[config.mk]
export PLATFORM = sky130hd
export DESIGN_NAME = dcache_ctrl_flat
export DESIGN_NICKNAME = d
export VERILOG_FILES = /design/src/rtl/dcache_pkg.sv /design/src/rtl/dcache_if.sv /design/src/rtl/dcache_sat_counter.sv /design/src/rtl/dcache_ctrl.sv /design/src/flat_wrapper.sv
export SDC_FILE = /design/constraint.sdc
export NUM_CORES = 1
export LEC_CHECK = 0
export CORE_AREA = 2 2 116 118
export DETAILED_ROUTE_END_ITERATION = 10
export DIE_AREA = 0 0 118 120
export PLACE_DENSITY = 0.75
export SKIP_LAST_GASP = 1
export SLEW_MARGIN = 10
export SYNTH_ARGS = -nofsm -noshare
export SYNTH_HDL_FRONTEND = slang
export SYNTH_SLANG_ARGS = --single-unit
[constraint.sdc]
create_clock -name clk -period 4.6 [get_ports clk]
set_clock_uncertainty 0.2 [all_clocks]
set_input_delay 0.46 -clock clk [delete_from_list [all_inputs] [get_ports clk]]
set_output_delay 0.46 -clock clk [all_outputs]
set_load 0.01 [all_outputs]
[src/rtl/dcache_pkg.sv]
// Shared types and constants for the data-cache sequencing controller.
package dcache_pkg;

  typedef enum logic [1:0] {
    IDLE    = 2'd0,
    RD_MISS = 2'd1,
    REFILL  = 2'd2,
    WR_THRU = 2'd3
  } dcache_state_t;

  localparam int WORD_BYTES = 4;

endpackage

[src/rtl/dcache_if.sv]
// Bundles the MEM-stage, cache-array and main-memory signals seen by dcache_ctrl.
interface dcache_if #(
  parameter int DATA_WIDTH = 32
);
  logic                  cpu_req;
  logic                  cpu_we;
  logic [DATA_WIDTH-1:0] cpu_addr;
  logic [DATA_WIDTH-1:0] cpu_wdata;
  logic [DATA_WIDTH-1:0] cpu_rdata;
  logic                  cpu_stall;
  logic                  cache_hit;
  logic [DATA_WIDTH-1:0] cache_rdata;
  logic [DATA_WIDTH-1:0] cache_addr;
  logic                  cache_we;
  logic [DATA_WIDTH-1:0] cache_wdata;
  logic                  mem_req;
  logic                  mem_we;
  logic [DATA_WIDTH-1:0] mem_addr;
  logic [DATA_WIDTH-1:0] mem_wdata;
  logic                  mem_ready;
  logic [DATA_WIDTH-1:0] mem_rdata;

  // Controller side
  modport slave (
    input  cpu_req, cpu_we, cpu_addr, cpu_wdata, cache_hit, cache_rdata, mem_ready, mem_rdata,
    output cpu_rdata, cpu_stall, cache_addr, cache_we, cache_wdata, mem_req, mem_we, mem_addr,
           mem_wdata
  );

  // Pipeline / cache array / memory side
  modport master (
    output cpu_req, cpu_we, cpu_addr, cpu_wdata, cache_hit, cache_rdata, mem_ready, mem_rdata,
    input  cpu_rdata, cpu_stall, cache_addr, cache_we, cache_wdata, mem_req, mem_we, mem_addr,
           mem_wdata
  );
endinterface

[src/rtl/dcache_sat_counter.sv]
// 32-bit saturating event counter; only built when DCACHE_STATS_EN is defined.
`ifdef DCACHE_STATS_EN
module sat_counter (
  input  logic        clk,
  input  logic        rst,
  input  logic        inc,
  output logic [31:0] cnt
);

  always_ff @(posedge clk) begin
    if (rst) begin
      cnt <= '0;
    end else if (inc && (cnt != '1)) begin
      cnt <= cnt + 32'd1;
    end
  end

endmodule
`endif

[src/rtl/dcache_ctrl.sv]
// Sequencing FSM for the 2-way write-through/allocate data cache.
// Optional hit/miss statistics counters are enabled by defining DCACHE_STATS_EN.
module dcache_ctrl
  import dcache_pkg::*;
#(
  parameter int DATA_WIDTH = 32
) (
  input  logic           clk,
  input  logic           rst,
  dcache_if.slave        bus
`ifdef DCACHE_STATS_EN
  ,
  output logic [31:0]    hit_cnt,
  output logic [31:0]    miss_cnt
`endif
);

  dcache_state_t         state;
  logic [DATA_WIDTH-1:0] addr_q;
  logic [DATA_WIDTH-1:0] data_q;

  always_ff @(posedge clk) begin
    if (rst) begin
      state  <= IDLE;
      addr_q <= '0;
      data_q <= '0;
    end else begin
      case (state)
        IDLE: begin
          if (bus.cpu_req) begin
            if (bus.cpu_we) begin
              addr_q <= bus.cpu_addr;
              data_q <= bus.cpu_wdata;
              state  <= WR_THRU;
            end else if (!bus.cache_hit) begin
              addr_q <= bus.cpu_addr;
              state  <= RD_MISS;
            end
          end
        end
        RD_MISS: begin
          if (bus.mem_ready) begin
            data_q <= bus.mem_rdata;
            state  <= REFILL;
          end
        end
        REFILL:  state <= IDLE;
        WR_THRU: begin
          if (bus.mem_ready) state <= IDLE;
        end
        default: state <= IDLE;
      endcase
    end
  end

  // Outputs decode from state; in IDLE and WR_THRU they also follow the live inputs
  // so hits and write-through completion cost no extra cycle.
  always_comb begin
    bus.cpu_rdata   = data_q;
    bus.cpu_stall   = 1'b0;
    bus.cache_addr  = addr_q;
    bus.cache_we    = 1'b0;
    bus.cache_wdata = data_q;
    bus.mem_req     = 1'b0;
    bus.mem_we      = 1'b0;
    bus.mem_addr    = addr_q;
    bus.mem_wdata   = data_q;
    case (state)
      IDLE: begin
        bus.cache_addr = bus.cpu_addr;
        bus.cpu_rdata  = bus.cache_rdata;
        bus.cpu_stall  = bus.cpu_req && (bus.cpu_we || !bus.cache_hit);
      end
      RD_MISS: begin
        bus.mem_req   = 1'b1;
        bus.cpu_stall = 1'b1;
      end
      REFILL: begin
        bus.cache_we = 1'b1;
      end
      WR_THRU: begin
        bus.mem_req   = 1'b1;
        bus.mem_we    = 1'b1;
        bus.cpu_stall = !bus.mem_ready;
        bus.cache_we  = bus.mem_ready;
      end
      default: ;
    endcase
  end

`ifdef DCACHE_STATS_EN
  logic hit_inc;
  logic miss_inc;

  assign hit_inc  = (state == IDLE) && bus.cpu_req && !bus.cpu_we && bus.cache_hit;
  assign miss_inc = (state == IDLE) && bus.cpu_req && !bus.cpu_we && !bus.cache_hit;

  sat_counter u_hit_cnt (
    .clk (clk),
    .rst (rst),
    .inc (hit_inc),
    .cnt (hit_cnt)
  );

  sat_counter u_miss_cnt (
    .clk (clk),
    .rst (rst),
    .inc (miss_inc),
    .cnt (miss_cnt)
  );
`endif

endmodule
[src/flat_wrapper.sv]
// flat-port wrapper written by rule: the top's interface ports become plain ports
module dcache_ctrl_flat import dcache_pkg::*;
#(
  parameter int DATA_WIDTH = 32
)
  (clk, rst, bus_cpu_req, bus_cpu_we, bus_cpu_addr, bus_cpu_wdata, bus_cache_hit, bus_cache_rdata, bus_mem_ready, bus_mem_rdata, bus_cpu_rdata, bus_cpu_stall, bus_cache_addr, bus_cache_we, bus_cache_wdata, bus_mem_req, bus_mem_we, bus_mem_addr, bus_mem_wdata);
  dcache_if #(.DATA_WIDTH(DATA_WIDTH)) bus_i ();
  input  logic clk;
  input  logic rst;
  input wire logic [$bits(bus_i.cpu_req)-1:0] bus_cpu_req;
  input wire logic [$bits(bus_i.cpu_we)-1:0] bus_cpu_we;
  input wire logic [$bits(bus_i.cpu_addr)-1:0] bus_cpu_addr;
  input wire logic [$bits(bus_i.cpu_wdata)-1:0] bus_cpu_wdata;
  input wire logic [$bits(bus_i.cache_hit)-1:0] bus_cache_hit;
  input wire logic [$bits(bus_i.cache_rdata)-1:0] bus_cache_rdata;
  input wire logic [$bits(bus_i.mem_ready)-1:0] bus_mem_ready;
  input wire logic [$bits(bus_i.mem_rdata)-1:0] bus_mem_rdata;
  output wire logic [$bits(bus_i.cpu_rdata)-1:0] bus_cpu_rdata;
  output wire logic [$bits(bus_i.cpu_stall)-1:0] bus_cpu_stall;
  output wire logic [$bits(bus_i.cache_addr)-1:0] bus_cache_addr;
  output wire logic [$bits(bus_i.cache_we)-1:0] bus_cache_we;
  output wire logic [$bits(bus_i.cache_wdata)-1:0] bus_cache_wdata;
  output wire logic [$bits(bus_i.mem_req)-1:0] bus_mem_req;
  output wire logic [$bits(bus_i.mem_we)-1:0] bus_mem_we;
  output wire logic [$bits(bus_i.mem_addr)-1:0] bus_mem_addr;
  output wire logic [$bits(bus_i.mem_wdata)-1:0] bus_mem_wdata;
  assign bus_i.cpu_req = bus_cpu_req;
  assign bus_i.cpu_we = bus_cpu_we;
  assign bus_i.cpu_addr = bus_cpu_addr;
  assign bus_i.cpu_wdata = bus_cpu_wdata;
  assign bus_i.cache_hit = bus_cache_hit;
  assign bus_i.cache_rdata = bus_cache_rdata;
  assign bus_i.mem_ready = bus_mem_ready;
  assign bus_i.mem_rdata = bus_mem_rdata;
  assign bus_cpu_rdata = bus_i.cpu_rdata;
  assign bus_cpu_stall = bus_i.cpu_stall;
  assign bus_cache_addr = bus_i.cache_addr;
  assign bus_cache_we = bus_i.cache_we;
  assign bus_cache_wdata = bus_i.cache_wdata;
  assign bus_mem_req = bus_i.mem_req;
  assign bus_mem_we = bus_i.mem_we;
  assign bus_mem_addr = bus_i.mem_addr;
  assign bus_mem_wdata = bus_i.mem_wdata;
  dcache_ctrl #(.DATA_WIDTH(DATA_WIDTH)) u_core (.clk(clk), .rst(rst), .bus(bus_i));
endmodule
==> flow_summary.yaml, run 1 <==
run_status:
  outcome: "complete, no violations"
floorplanning:
  placementRows: 42
  die-area_mm2: 0.0142
  io-pin-count: 298
  fp.dieW_um: 118
  start_util_pct: 31.1
  coreArea_mm2: 0.0130
  die_h_um: 120
cells_and_area:
  final_common_cell: "clkdlybuf4s50_1"
  layout_common_cells: "clkdlybuf4s50_1 (296), nand2_1 (193), a21oi_1 (66), dfxtp_1 (66)"
  diodes: 0
  nets: 954
  drive_gt1_share_pct: 3.52
  utilization_pct: 54.5
  area_growth_pct: 75.4
  fillCellCount: 1253
setup_path:
  arrival_ps: 2770
  crit_path_start: "u_core.state[0]"
  crit_path_start_kind: "flip-flop"
  critPathRequiredTime_ps: 3940
  reg2reg_depth: 3
  rr_startpoint: "u_core.state[0]"
  rrSetupSlack_ps: 2240
  cp_max_fo: 66
  critical_path.most_common_cell: "nand2_1"
  worstPathCellList: "or2_4, buf_4, nand2_1, nand2_1, clkdlybuf4s50_1"
  path_class: "reg2out"
  critPathCaptureType: "primary output"
  cp_slowest_stage_delay_ps: 740
  cp_slowest_cell: "or2_4"
detailed_routing:
  routedWlPerCell_um: 16.1
  dr.pass1.iters: 5
  num_vias: 4983
  post-route-drc-count: 0
  postRouteAntennaNets: 0
  post_drt_via_cell_ratio: 4.98
  drt_iter0_markers: 411
  routed_wirelength_mm: 16.1
yosys:
  synth_area_mm2: 0.00404
  seq_area_frac_synth_pct: 32.7
  avgSynthCellArea_um2: 6.73
  ys_warn_count: 0
  synth_nets: 734
  yosysUniqueCellTypes: 25
  synthCells: 600
  ys_ff_latch: 66
grt:
  grtUsageTotal_pct: 21.4
  grt_pass1_wl_mm: 24.6
  grt_overflow: 0
  grt_max_degree: 67
  grt_pass1_vias: 4551
  antenna_found_initial: 0
sta:
  period_needed_ps: 3430
  grt_setup_unrepaired: "false"
  drv_slew: 0
  min_period_over_period_pct: 74.6
  slew_headroom_pct: 22.2
  finalHoldViolCount: 0
  tightestPinTransition_ps: 1160
  tns_ps: 0
  max_freq_mhz: 292
  finalSetupViolCount: 0
clocking:
  clkTransAtPathRegs_ps: 60
  cts_setup_buffers: 0
  hold_buffers: 0
  cts_tree: "built"
  cts.sinks: 66
  cts_resized: 0
  cts_made_buffers: 9
  cts_buffer_depth: 2
  cts_root_buf: "clkbuf_16"
  htreeDepth: 3
  clock_latency_ps: 320
placed_design:
  hpwlAfterDp_mm: 11.4
  io_buffers: 297
  gp_congestion: 0.815
job:
  cap_violations: 0
min_path:
  hold_class: "reg2reg"
  holdPathStages: 2
  hold_start: "u_core.bus.mem_addr[9]"
power_and_ir_drop:
  irDropWorstVdd_uv: 167
  power_leakage_nw: 2.78
  power_density_mw_per_mm2: 301
-- through the flow --
stage                     hold slack [ps]  power (mW)  instances  setup WS (ps)  area (um^2)
after detailed placement              280        1.47        985           1500         6780
after global routing                  313        2.24       1001           1010         7080
final                                 289        2.13       1001           1170         7080
after global placement                273        1.46        985           1480         6780
after CTS                             291        2.16       1001           1130         7080
after floorplan                       305        1.04        600           2720         4040
-- sequential cells by signal, summed over array words and instances, names as in the netlist --
register,count
u_core.bus.cache_wdata,32
u_core.bus.mem_addr,32
u_core.state,2
-- critical path: cells and delay by family (launching register included) --
family                 cells  cell delay, ps
buffers and inverters      2             900
DFF                        1             600
and+or+nand+nor            3             930
-- where the power goes --
group	internal, mW	switching, mW	total (mW)
sequential	0.620	0.0532	0.674
combinational	0.426	0.352	0.778
clock	0.435	0.246	0.680
-- worst paths after layout --
| kind | to |
|---|---|
| hold reg to reg | u_core.bus.mem_addr[9] |
| setup / recovery | bus_cpu_rdata[1] |
| hold / removal | u_core.bus.mem_addr[9] |
| setup reg to reg | u_core.bus.cache_wdata[17] |
-- area by class of cell --
type / count / area (um^2) / area share [%]
multi-input combinational: 434 / 2180 / 30.8
clock inverter: 4 / 51.3 / 0.725
inverter: 2 / 7.51 / 0.106
tap: 176 / 220 / 3.11
sequential: 66 / 1320 / 18.7
timing repair buffer: 307 / 3060 / 43.2
clock buffer: 12 / 246 / 3.48
-- cell usage after synthesis --
| cell type | number | share of area (%) |
|---|---|---|
| nand3_1 | 1 | 0.12 |
| nand4_1 | 32 | 5.0 |
| o31ai_1 | 32 | 6.0 |
| or2_1 | 1 | 0.16 |
| buf_4 | 34 | 6.3 |
| and3b_1 | 1 | 0.22 |
| nor2b_1 | 1 | 0.16 |
| nor4bb_1 | 1 | 0.25 |
| nor2_1 | 1 | 0.093 |
| a211oi_1 | 32 | 6.0 |
| inv_1 | 2 | 0.19 |
| nand3b_1 | 2 | 0.37 |
| buf_6 | 4 | 1.1 |
| a21oi_1 | 66 | 8.2 |
| nor3_1 | 32 | 4.0 |
| dfxtp_1 | 66 | 33 |
| and2_1 | 3 | 0.47 |
| nand2b_1 | 2 | 0.31 |
| nor2_2 | 1 | 0.16 |
| buf_2 | 23 | 2.9 |
| o21ai_0 | 32 | 4.0 |
| nand2_1 | 193 | 18 |
| buf_1 | 6 | 0.56 |
| clkbuf_1 | 31 | 2.9 |
| o21ai_1 | 1 | 0.12 |
-- layer usage --
layer	part of all wire (%)	up-vias	global-route usage (%)
met2	51	192	38.7
met1	41	2287	25.8
met4	1.1	0	5.27
met5	0	-	0
li1	-	2489	-
met3	6.2	15	4.42
-- cell families after synthesis --
family / count (synthesis) / synth area share, %
AND/OR/NAND/NOR: 271 / 29.2
AO/OA/AOI/OAI: 163 / 24.2
buffers and inverters: 100 / 13.9
flip-flops: 66 / 32.7
No activity file was read; power rests on OpenSTA's default activity.
==> run 2, diff against run 1 <==
--- a/config.mk
+++ b/config.mk
@@ -5,10 +5,10 @@
 export SDC_FILE = /design/constraint.sdc
 export NUM_CORES = 1
 export LEC_CHECK = 0
-export CORE_AREA = 2 2 116 118
+export CORE_MARGIN = 2
+export CORE_UTILIZATION = 31
 export DETAILED_ROUTE_END_ITERATION = 10
-export DIE_AREA = 0 0 118 120
-export PLACE_DENSITY = 0.75
+export PLACE_DENSITY = 0.77
 export SKIP_LAST_GASP = 1
 export SLEW_MARGIN = 10
 export SYNTH_ARGS = -nofsm -noshare
==> constraint.sdc (replaced) <==
create_clock -name clk -period 3.14 [get_ports clk]
set_clock_uncertainty 0.2 [all_clocks]
set_input_delay 0.314 -clock clk [delete_from_list [all_inputs] [get_ports clk]]
set_output_delay 0.314 -clock clk [all_outputs]
set_load 0.01 [all_outputs]
==> run 2 against run 1 <==
Net effect: sequential power increased by 46%; clock power up 59%; via count grew 1.4%; wire length up 0.22%; final cell count is 0.30% higher; critical path depth is 1 higher; non-clock buffer count rose by 7; register-to-register slack got worse by 1100 ps; combinational power grew 52%; sequential share of layout area fell by 0.31 points; critical path type unchanged.
==> flow_summary.yaml, run 2 (synthesized netlist as in run 1, its figures left out) <==
run_status:
  outcome: "complete, no violations"
clocking:
  cts_buffer_depth: 2
  cts_root_buf: "clkbuf_16"
  cts_tree: "built"
  htreeDepth: 3
  hold_buffers: 0
  clock_latency_ps: 320
  cts_setup_buffers: 0
  clkTransAtPathRegs_ps: 60
  cts_made_buffers: 9
  cts.sinks: 66
  cts_resized: 0
grt:
  grt_overflow: 0
  grt_max_degree: 67
  grt_pass1_vias: 4793
  grtUsageTotal_pct: 22.1
  grt_pass1_wl_mm: 25.3
  antenna_found_initial: 0
detailed_routing:
  routed_wirelength_mm: 16.2
  postRouteAntennaNets: 0
  drt_iter0_markers: 405
  post-route-drc-count: 0
  post_drt_via_cell_ratio: 5.03
  routedWlPerCell_um: 16.1
  num_vias: 5052
  dr.pass1.iters: 5
setup_path:
  arrival_ps: 2120
  path_class: "reg2out"
  critPathCaptureType: "primary output"
  cp_max_fo: 51
  crit_path_start_kind: "flip-flop"
  critPathRequiredTime_ps: 2630
floorplanning:
  io-pin-count: 298
  die_h_um: 118
  placementRows: 41
  start_util_pct: 31.9
  die-area_mm2: 0.0139
  coreArea_mm2: 0.0127
  fp.dieW_um: 118
job:
  cap_violations: 0
cells_and_area:
  final_common_cell: "clkdlybuf4s50_1"
  layout.cells.non_filler: 1004
  layout_common_cells: "clkdlybuf4s50_1 (296), nand2_1 (193), a21oi_1 (66), dfxtp_1 (66)"
  fillCellCount: 1206
  nets: 961
  multi_input_comb_area_mm2: 0.00218
  diodes: 0
  seqCellArea_mm2: 0.00132
  drive_gt1_share_pct: 4.57
  utilization_pct: 56.8
  area_growth_pct: 78.4
sta:
  drv_slew: 0
  tightestPinTransition_ps: 954
  max_freq_mhz: 380
  finalSetupViolCount: 0
  period_needed_ps: 2640
  slew_headroom_pct: 36.3
  worst_slack_ps: 505
  finalHoldViolCount: 0
  grt_setup_unrepaired: "false"
  tns_ps: 0
  min_period_over_period_pct: 83.9
placed_design:
  io_buffers: 297
  hpwlAfterDp_mm: 11.6
  dp_cells: 988
  gp_congestion: 0.773
  place_ws_ps: 756
power_and_ir_drop:
  power_mw: 3.24
  irDropWorstVdd_uv: 235
  power_leakage_nw: 2.84
  power_density_mw_per_mm2: 450
min_path:
  hold_class: "reg2reg"
## run 2: changes by cell type in the layout (fill, tap and decap cells not counted)
cell	previous run	this run
clkbuf_1	2	0
clkbuf_8	1	0
clkinv_2	1	2
bufinv_16	1	2
buf_4	9	12
clkinvlp_4	1	2
buf_12	1	5
## run 2: stage by stage
step,cell area [um^2],hold slack (ps)
after CTS,7200,286
after detailed placement,6880,278
after global placement,6880,272
after global routing,7200,311
after floorplan,4040,264
final,7200,285
## run 2: layout make-up
cell class,instances,area share (%)
repair buffers,314,43.9
flip-flops and latches,66,18.4
multi-input cells,434,30.3
clock buffers,9,3.13
inverters,2,0.104
well taps,172,2.99
clock inverters,7,1.30
## run 2: metal layers
metal  vias up  global-route usage (%)  part of all wire, %
met1      2330                    26.8                   42
met5         -                       0                    0
met2       201                    37.8                   49
met3        16                    6.40                  8.0
li1       2505                       -                    -
met4         0                    6.48                  1.7
## run 2: worst paths after layout
| kind | start | end | slack (ps) | cells past startpoint |
|---|---|---|---|---|
| setup / recovery | u_core.state[1] | bus_cache_addr[7] | 500 | 6 |
| hold / removal | u_core.bus.mem_addr[1] | u_core.bus.mem_addr[1] | 290 | 2 |
| setup reg to reg | u_core.state[1] | u_core.bus.cache_wdata[23] | 1150 | 6 |
| hold reg to reg | u_core.bus.mem_addr[1] | u_core.bus.mem_addr[1] | 290 | 2 |
## run 2: worst max-delay path, cell delays in order (launching register included)
cell,delay [ps]
dfxtp_1,310
buf_4,230
or2_4,270
buf_12,250
nand2_1,80
nand2_1,80
clkdlybuf4s50_1,540
## run 2: power by group
| part | switching, mW | total, mW | internal [mW] |
|---|---|---|---|
| sequential | 0.0746 | 0.983 | 0.909 |
| combinational | 0.530 | 1.18 | 0.646 |
| clock | 0.386 | 1.08 | 0.693 |
==> RTL change: new RTL, config.mk and constraints of run 2 <==
`DATA_WIDTH` is set to 32 in 3 places; all go to 40.
--- a/src/rtl/dcache_if.sv
+++ b/src/rtl/dcache_if.sv
@@ -1,6 +1,6 @@
 // Bundles the MEM-stage, cache-array and main-memory signals seen by dcache_ctrl.
 interface dcache_if #(
-  parameter int DATA_WIDTH = 32
+  parameter int DATA_WIDTH = 40
 );
   logic                  cpu_req;
   logic                  cpu_we;
--- a/src/rtl/dcache_ctrl.sv
+++ b/src/rtl/dcache_ctrl.sv
@@ -3,7 +3,7 @@
 module dcache_ctrl
   import dcache_pkg::*;
 #(
-  parameter int DATA_WIDTH = 32
+  parameter int DATA_WIDTH = 40
 ) (
   input  logic           clk,
   input  logic           rst,
--- a/src/flat_wrapper.sv
+++ b/src/flat_wrapper.sv
@@ -1,7 +1,7 @@
 // flat-port wrapper written by rule: the top's interface ports become plain ports
 module dcache_ctrl_flat import dcache_pkg::*;
 #(
-  parameter int DATA_WIDTH = 32
+  parameter int DATA_WIDTH = 40
 )
   (clk, rst, bus_cpu_req, bus_cpu_we, bus_cpu_addr, bus_cpu_wdata, bus_cache_hit, bus_cache_rdata, bus_mem_ready, bus_mem_rdata, bus_cpu_rdata, bus_cpu_stall, bus_cache_addr, bus_cache_we, bus_cache_wdata, bus_mem_req, bus_mem_we, bus_mem_addr, bus_mem_wdata);
   dcache_if #(.DATA_WIDTH(DATA_WIDTH)) bus_i ();
Ports: changed (9 resized); port bits go from 298 to 370. The function was not compared with the original's and may differ.
==> RTL change against run 2 <==
  * Area after synthesis up 26%
  * Die area up 25%
  * Setup slack lost 0.20 ns
  * Total power rose by 17%
  * Routed wire length is 30% higher
  * Final area grew 23%
  * Critical path depth decreased by 1
  * Sequential cell count rose by 16
  * Combinational power grew 23%
  * Largest cell class unchanged
  * Core utilization down 1.2 points
  * Hold slack better by 0.00073 ns
==> RTL change: results (changes against run 2) <==
Synth
  – Yosys warning count: 0 (unchanged)
  – Synth area leaders: dfxtp_1, nand2_1, a21oi_1
  – Synthesized Nets: 910 (+24%)
  – Count of cell types in the netlist: 25 (unchanged)
  – Post-synthesis sequential area ratio: 0.323 (-0.00451)
  – Async S/R FF share, synth: 0 (unchanged)
  – Ys flop type: dfxtp_1
  – Synth top cells by count: nand2_1, a21oi_1, dfxtp_1, clkbuf_1, buf_4

Final layout
  – Fraction of layout cells with a size suffix above 1: 0.0558 (+0.0101)
  – Fin nets: 1,185 (+23%)
  – Fillers: 1,526 (+27%)

Clock tree
  – Postcts setup bufs: 0 (unchanged)
  – H-tree depth: 3 (unchanged)
  – Clock transition at the registers of the reported paths: 0.06 ns (about the same)
  – Total CTS buffers: 9 (unchanged)
  – Clk root buf: clkbuf_16
  – Clock tree buffer depth: 2 (unchanged)

Timing
  – Slew @ Worst Pin: 0.924 ns (-0.0307 ns)
  – Hold Vio Cnt, Final: 0 (unchanged)

Global route
  – Largest net degree at the start of global routing: 97 (+45%)
  – Vias in the first global route: 5,982 (+25%)
  – First-pass GRT wire length: 32,500 microns (+29%)
  – All-layer global routing usage: 0.229 (+0.00729)

Placement
  – Port buffer count: 369 (+24%)
  – Cell Area, Placed: 8560 sq um (+24%)
  – Final GP Congestion: 0.807 (+4.4%)
  – Detail Placement HPWL: 15,000 microns (+29%)

Routing
  – Post-DR vias/cell: 5.10 (+1.4%)
  – WL/cell: 17.0 microns (+5.6%)
  – Detailed Route Iter0 Violations: 277 (-32%)

Power and ir drop
  – LEAKAGE: 3.43 nW (+21%)
  – Worst VDD drop: 0.254 mV (+8.1%)

Status
  – Status: finished, final reports clean

Worst setup path
  – Crit path arrival time: 2.32 ns (+0.20 ns)
  – Worst-path fanout max: 46 (-9.8%)

Worst hold path
  – Worst Hold Class: reg -> reg
RTL change: cell type report:
class	count	area [sq um]	area share
Tap cell	216	270	0.0305
Clock buffer	11	243	0.0274
Timing Repair Buffer	386	3850	0.434
Multi-Input combinational cell	538	2790	0.315
Inverter	2	7.51	0.000847
Sequential cell	82	1640	0.185
Clock inverter	3	65.1	0.00734
RTL change: path summary, 6_finish.rpt:
check	startpoint	endpoint	slack [ns]	depth (start not counted)
hold / removal	u_core.bus.mem_addr[35]	u_core.bus.mem_addr[35]	0.29	2
setup / recovery	u_core.state[0]	bus_cpu_rdata[32]	0.31	5
hold reg to reg	u_core.bus.mem_addr[35]	u_core.bus.mem_addr[35]	0.29	2
setup reg to reg	u_core.state[1]	u_core.bus.cache_wdata[39]	1.07	5
RTL change: cells by family (layout without fill, tap and decap cells):
logic type             Yosys count  count (layout)  share of synthesized area
and+or+nand+nor                335             335                      0.284
AOI/OAI and AO/OA              203             203                      0.259
buffers and inverters          124             402                      0.134
DFF                             82              82                      0.323
RTL change: stage by stage:
stage               instances  utilization  setup slack [ns]
finish                   1238        0.556             0.308
global route             1238        0.556             0.178
CTS                      1238        0.556             0.270
detailed placement       1224        0.537             0.657
global placement         1224        0.537             0.691
floorplan                 744            -              1.46
RTL change: worst max-delay path, stage by stage (launching register included):
cell             delay (ns)
dfxtp_1                0.59
or2_4                  0.36
buf_12                 0.27
nand2_1                0.10
nand2_1                0.09
clkdlybuf4s50_1        0.54
RTL change: metal layers:
layer,track usage,wire (microns)
met4,0.0713,399
met1,0.277,8520
met3,0.0411,1300
met2,0.409,10800
met5,0,0
RTL change: report_power, final:
group,internal [W],switching (W)
sequential,0.00113,0.000106
combinational,0.000791,0.000654
clock,0.000708,0.000408
